**config.mk**
```make
export PLATFORM = sky130hd
export DESIGN_NAME = uart_tx_cfg
export DESIGN_NICKNAME = d
export VERILOG_FILES = /design/src/rtl/uart_pkg.sv /design/src/rtl/uart_baud_gen.sv /design/src/rtl/uart_tx_cfg.sv
export SDC_FILE = /design/constraint.sdc
export NUM_CORES = 1
export LEC_CHECK = 0
export CAP_MARGIN = 10
export CORE_ASPECT_RATIO = 0.7
export CORE_MARGIN = 4
export CORE_UTILIZATION = 45
export DETAILED_ROUTE_END_ITERATION = 12
export PLACE_DENSITY = 0.62
export SLEW_MARGIN = 20
export SYNTH_ARGS = -nofsm -noshare
export SYNTH_HDL_FRONTEND = slang
export SYNTH_SLANG_ARGS = --single-unit
```
**constraint.sdc**
```tcl
create_clock -name clk -period 3.6 [get_ports clk]
set_clock_uncertainty 0.15 [all_clocks]
set_input_delay 0.72 -clock clk [delete_from_list [all_inputs] [get_ports clk]]
set_output_delay 0.72 -clock clk [all_outputs]
set_load 0.02 [all_outputs]
```
**src/rtl/uart_pkg.sv**
```systemverilog
// Shared definitions for the configurable UART blocks.
//   - baud rate constants and the baud_set -> rate table
//   - parity mode encodings
//   - transmitter state enum
//   - data-length mask helper
package uart_pkg;

  localparam int unsigned BAUD_9600   = 9600;
  localparam int unsigned BAUD_19200  = 19200;
  localparam int unsigned BAUD_38400  = 38400;
  localparam int unsigned BAUD_57600  = 57600;
  localparam int unsigned BAUD_115200 = 115200;

  localparam logic [1:0] PAR_NONE = 2'd0;
  localparam logic [1:0] PAR_ODD  = 2'd1;
  localparam logic [1:0] PAR_EVEN = 2'd2;

  typedef enum logic [2:0] {
    ST_IDLE,
    ST_START,
    ST_DATA,
    ST_PARITY,
    ST_STOP
  } tx_state_e;

  // Rate table; the reserved selects 5..7 fall back to the fastest rate.
  function automatic int unsigned baud_rate(input logic [2:0] sel);
    case (sel)
      3'd0:    return BAUD_9600;
      3'd1:    return BAUD_19200;
      3'd2:    return BAUD_38400;
      3'd3:    return BAUD_57600;
      default: return BAUD_115200;
    endcase
  endfunction

  // Keeps only the low 5..8 bits selected by data_bits.
  function automatic logic [7:0] data_mask(input logic [1:0] bits);
    case (bits)
      2'd0:    return 8'h1F;
      2'd1:    return 8'h3F;
      2'd2:    return 8'h7F;
      default: return 8'hFF;
    endcase
  endfunction

endpackage

```
**src/rtl/uart_baud_gen.sv**
```systemverilog
// Bit-period generator.
//   clk, rst_n : clock, asynchronous active-low reset
//   clear      : holds the counter at zero
//   bps        : bit period in clock cycles
//   bit_end    : one-cycle pulse on the last cycle of each bit period
module uart_baud_gen #(
  parameter int DIV_W = 16
) (
  input  logic             clk,
  input  logic             rst_n,
  input  logic             clear,
  input  logic [DIV_W-1:0] bps,
  output logic             bit_end
);

  logic [DIV_W-1:0] cnt_q;
  logic [DIV_W-1:0] cnt_d;
  logic             at_end;

  assign at_end  = (cnt_q == bps - DIV_W'(1));
  assign bit_end = at_end && !clear;

  always_comb begin
    cnt_d = cnt_q + DIV_W'(1);
    if (clear || at_end) begin
      cnt_d = '0;
    end
  end

  always_ff @(posedge clk or negedge rst_n) begin
    if (!rst_n) begin
      cnt_q <= '0;
    end else begin
      cnt_q <= cnt_d;
    end
  end

endmodule

```
**src/rtl/uart_tx_cfg.sv**
```systemverilog
// Runtime-configurable UART transmitter (5..8 data bits, none/odd/even
// parity, 1 or 2 stop bits, table-selected baud rate).
//   clk, rst_n   : clock, asynchronous active-low reset
//   baud_set     : rate select (0..3 = 9600..57600, 4..7 = 115200)
//   data_bits    : 0..3 = 5..8 data bits
//   parity_mode  : 0/3 none, 1 odd, 2 even
//   stop2        : two stop bits when set
//   tx_data      : byte to send, LSB first
//   tx_valid     : byte and config are valid
//   tx_ready     : transmitter is idle and will accept
//   tx           : registered serial line, idle high
//   tx_busy      : frame in progress
//   tx_done      : high on the last cycle of the final stop bit
//
// Handshake: a byte is accepted on any cycle where tx_valid && tx_ready.
// tx_data and all config inputs are sampled on that cycle only; they may
// change freely afterwards without affecting the frame in flight.
module uart_tx_cfg
  import uart_pkg::*;
#(
  parameter int CLK_FREQ = 100000000,
  parameter int DIV_W    = 16
) (
  input  logic       clk,
  input  logic       rst_n,
  input  logic [2:0] baud_set,
  input  logic [1:0] data_bits,
  input  logic [1:0] parity_mode,
  input  logic       stop2,
  input  logic [7:0] tx_data,
  input  logic       tx_valid,
  output logic       tx_ready,
  output logic       tx,
  output logic       tx_busy,
  output logic       tx_done
);

  localparam logic [DIV_W-1:0] BPS_0 = DIV_W'(CLK_FREQ / baud_rate(3'd0));
  localparam logic [DIV_W-1:0] BPS_1 = DIV_W'(CLK_FREQ / baud_rate(3'd1));
  localparam logic [DIV_W-1:0] BPS_2 = DIV_W'(CLK_FREQ / baud_rate(3'd2));
  localparam logic [DIV_W-1:0] BPS_3 = DIV_W'(CLK_FREQ / baud_rate(3'd3));
  localparam logic [DIV_W-1:0] BPS_4 = DIV_W'(CLK_FREQ / baud_rate(3'd4));

  tx_state_e        state_q;
  logic             tx_q;
  logic [7:0]       shift_q;
  logic [3:0]       bit_cnt_q;
  logic [3:0]       last_idx_q;
  logic             par_en_q;
  logic             par_bit_q;
  logic             stop2_q;
  logic [DIV_W-1:0] bps_q;

  logic [DIV_W-1:0] bps_sel;
  logic [7:0]       masked_data;
  logic             accept;
  logic             bit_end;
  logic             last_stop;

  always_comb begin
    case (baud_set)
      3'd0:    bps_sel = BPS_0;
      3'd1:    bps_sel = BPS_1;
      3'd2:    bps_sel = BPS_2;
      3'd3:    bps_sel = BPS_3;
      default: bps_sel = BPS_4;
    endcase
  end

  assign masked_data = tx_data & data_mask(data_bits);
  assign accept      = tx_valid && (state_q == ST_IDLE);
  assign last_stop   = (bit_cnt_q == {3'b000, stop2_q});

  assign tx       = tx_q;
  assign tx_ready = (state_q == ST_IDLE);
  assign tx_busy  = (state_q != ST_IDLE);
  assign tx_done  = (state_q == ST_STOP) && bit_end && last_stop;

  // Counter sits at zero while idle, so the start bit gets a full period
  // measured from the accept edge.
  uart_baud_gen #(
    .DIV_W (DIV_W)
  ) u_baud_gen (
    .clk     (clk),
    .rst_n   (rst_n),
    .clear   (state_q == ST_IDLE),
    .bps     (bps_q),
    .bit_end (bit_end)
  );

  always_ff @(posedge clk or negedge rst_n) begin
    if (!rst_n) begin
      state_q    <= ST_IDLE;
      tx_q       <= 1'b1;
      shift_q    <= '0;
      bit_cnt_q  <= '0;
      last_idx_q <= '0;
      par_en_q   <= 1'b0;
      par_bit_q  <= 1'b0;
      stop2_q    <= 1'b0;
      bps_q      <= '0;
    end else begin
      case (state_q)
        ST_IDLE: begin
          tx_q <= 1'b1;
          if (accept) begin
            shift_q    <= masked_data;
            last_idx_q <= {2'b00, data_bits} + 4'd4;
            par_en_q   <= (parity_mode == PAR_ODD) || (parity_mode == PAR_EVEN);
            // Masked bits are zero, so XOR over all 8 equals XOR over N.
            par_bit_q  <= (^masked_data) ^ (parity_mode == PAR_ODD);
            stop2_q    <= stop2;
            bps_q      <= bps_sel;
            bit_cnt_q  <= '0;
            tx_q       <= 1'b0;
            state_q    <= ST_START;
          end
        end
        ST_START: begin
          if (bit_end) begin
            tx_q      <= shift_q[0];
            shift_q   <= shift_q >> 1;
            bit_cnt_q <= '0;
            state_q   <= ST_DATA;
          end
        end
        ST_DATA: begin
          if (bit_end) begin
            if (bit_cnt_q == last_idx_q) begin
              bit_cnt_q <= '0;
              if (par_en_q) begin
                tx_q    <= par_bit_q;
                state_q <= ST_PARITY;
              end else begin
                tx_q    <= 1'b1;
                state_q <= ST_STOP;
              end
            end else begin
              tx_q      <= shift_q[0];
              shift_q   <= shift_q >> 1;
              bit_cnt_q <= bit_cnt_q + 4'd1;
            end
          end
        end
        ST_PARITY: begin
          if (bit_end) begin
            tx_q      <= 1'b1;
            bit_cnt_q <= '0;
            state_q   <= ST_STOP;
          end
        end
        ST_STOP: begin
          if (bit_end) begin
            if (last_stop) begin
              bit_cnt_q <= '0;
              state_q   <= ST_IDLE;
            end else begin
              bit_cnt_q <= bit_cnt_q + 4'd1;
            end
          end
        end
        default: begin
          tx_q    <= 1'b1;
          state_q <= ST_IDLE;
        end
      endcase
    end
  end

endmodule
```
==> results.toml <==
[power]
powerDensity_nw_per_um2 = 462.8
p_total_mw = 1.757
ir_drop_uv = 205.9
leakage_nw = 1.683

[cells_and_area]
n_antenna_cell = 0
stdcell_count = 476
fin_util = 0.5593
drive_gt1_frac = 0.1859
fill_cells = 601
area_growth_pct = 20.40
nets = 405

[critical_path]
cp-start-kind = "flip-flop"
reg2reg_to = "shift_q[5]"
r2r_slack_ps = 590
critPathMaxFanout = 3
r2r-start = "bps_q[5]"
ff2ff_path_depth = 8
crit_path_end = "tx_done"
crit_path_end_kind = "output pin"
critical_path_class = "reg2out"
worstSetupStartpoint = "bps_q[9]"
cp.arrival_ps = 2680
required_ps = 2730

[synthesis]
synth.cell_area_um2 = 3153
synth.most_common_cell = "dfrtp_1"
ys_ff_latch = 50
synth.yosys.warnings = 0
yosysTopAreaCell = "dfrtp_1"
synthArstFlopShare = 1.000
synthCells = 339
avgSynthCellArea_um2 = 9.301
synth_area_leaders = "dfrtp_1 (39%), xor2_1 (6.1%), nand2_1 (5.2%)"
syn-num-nets = 362
synthFlopType = "dfrtp_1"
yosysTopAreaCellShare = 0.3889
synthDistinctLibCells = 61
synth_edf_count = 0
ys_seq_area_frac = 0.3972
ys_top_cells_by_count = "dfrtp_1 (49), nand2_1 (44), nor2_1 (36)"

[timing]
rsz0062_at_grt = "yes"
setup_viol = 0
fin_crit_ps = 3553
slew_headroom = 0.5254
hold_viol_final = 0
clock.fmax_mhz = 281.4
worst_pin_slew_ps = 709.3
period_share = 0.9871
slew_violations = 0

[min_path]
hp-class = "in2async"

[global_routing]
grt_max_degree = 27
track_usage = 0.1900
grt_pass1_vias = 2443
grt_pass1_wl_mm = 12.53
grt_overflow_total = 0
antenna_found_initial = 0

[drt]
drc = 0
finalWirelength_mm = 7.273
wire_per_inst_um = 15.28
num_vias = 2573
vias_per_cell = 5.405
postRouteAntennaNets = 0
drt_pre_antenna_iters = 4
drt_iter0_markers = 174

[floorplan]
dieArea_um2 = 8431
io_pins = 23
row_count = 25
core-area_um2 = 6788
start_util = 0.4645
die_w_um = 108.0
die_y_um = 78.04

[cts]
clockBufferDepth = 2
numCtsBuffers = 5
worstSkewPairLatency_ps = 310
clkTransAtPathRegs_ps = 90
root_buffer = "clkbuf_8"
clock-sinks = 50
hold_buffers = 0
htree_levels = 2
cts_tree = "yes"

[job]
maxCapViolCount = 0

[placed_design]
io_buffer_count = 22
dp_hpwl_mm = 5.580
numPlacedInstances = 468
gp_congestion = 0.8749

[run_status]
status = "completed"
sequential cells by signal, indices dropped and copies added (netlist names):
signal,count
bit_cnt_q,4
bps_q,12
last_idx_q,3
par_bit_q,1
par_en_q,1
shift_q,8
state_q,3
stop2_q,1
tx,1
u_baud_gen.cnt_q,16
what timing repair did:
item,4_1_cts,5_1_grt
buffers inserted,0,1
endpoints found under the setup margin,1,1
gates resized for setup,11,6
pin swaps,2,2
gates cloned,0,0
endpoints found under the hold margin,0,0
critical path, cell delays in order, from the launching register on:
cell,delay (ps)
dfrtp_1,380
or4_4,540
or2_4,260
o31ai_4,250
nand3_2,130
nor4_4,320
and2_4,190
and4_1,180
buf_4,140
logic make-up (layout without fill, tap and decap cells):
kind of cell,Yosys count,in the layout,share of synthesized area
AND/OR/NAND/NOR,154,154,0.2556
XOR/XNOR,39,39,0.1083
multiplexers,17,17,0.06786
AO/OA/AOI/OAI,50,50,0.1218
adder cells (fa/ha/maj),4,4,0.01587
buffers and inverters,25,68,0.03333
flip-flops,50,50,0.3972
worst min-delay path by stage:
stage                        end      start  cells past startpoint  slack (ps)
finish                  bps_q[6]      rst_n                      1         260
global route            bps_q[6]      rst_n                      1         280
CTS                     bps_q[6]      rst_n                      1         270
detailed placement     par_bit_q  par_bit_q                      2         330
global placement       par_bit_q  par_bit_q                      2         320
floorplan           bit_cnt_q[0]      rst_n                      0         270
layout by cell type (no fill, tap or decap), types with 2 or more instances in the layout:
| cell type | n |
|---|---|
| nor3b_1 | 4 |
| or3_1 | 7 |
| o41ai_1 | 3 |
| nand3_1 | 17 |
| a21oi_1 | 7 |
| xnor2_1 | 17 |
| nand4_1 | 5 |
| ha_1 | 3 |
| or4_1 | 2 |
| buf_4 | 29 |
| nor3_1 | 9 |
| o31ai_1 | 2 |
| nand2_1 | 43 |
| mux2_4 | 8 |
| or4_4 | 2 |
| nor2_1 | 36 |
| o21ai_0 | 14 |
| xor2_1 | 22 |
| a221o_1 | 2 |
| a22o_1 | 2 |
| nand2b_1 | 3 |
| mux2i_1 | 2 |
| or2_2 | 2 |
| nor4_4 | 3 |
| and3_1 | 6 |
| dfrtp_1 | 49 |
| mux2_2 | 5 |
| clkbuf_8 | 6 |
| a21o_1 | 3 |
| nor4_1 | 3 |
| clkdlybuf4s50_1 | 20 |
| inv_1 | 11 |
power breakdown:
part	leakage, nW	total [mW]	internal (mW)	switching, mW
registers	0.641	0.752	0.659	0.0932
clock network	0.0573	0.410	0.222	0.188
logic	0.985	0.595	0.311	0.284
total	1.68	1.76	1.19	0.565
metrics by stage:
step | setup TNS, ps | hold WS, ps | area (µm²) | setup WS [ps]
after floorplan | 0 | 274.4 | 3153 | 240.8
after global placement | -72.13 | 316.7 | 3625 | -72.13
after CTS | 0 | 268.3 | 3766 | 23.56
after global routing | -123.4 | 284.8 | 3796 | -123.4
after detailed placement | -122.6 | 325.3 | 3625 | -122.6
final | 0 | 255.1 | 3796 | 46.54
cell type report:
cell class              instances  area (µm²)  area share
clock buffers                   6       82.58     0.02175
clock inverters                 1       30.03    0.007910
inverters                      11       41.29     0.01088
multi-input cells             264        1849      0.4871
flip-flops and latches         50        1252      0.3299
well taps                      94       117.6     0.03098
repair buffers                 50       422.9      0.1114
per-layer routing:
layer  GRT usage  vias up  share of wire
met5           0        -              0
met4     0.04540        0          0.010
met3     0.04273        6          0.061
met2      0.2506       54           0.40
met1      0.3081     1231           0.53
li1            -     1282              -
No activity file was read; power rests on OpenSTA's default activity.
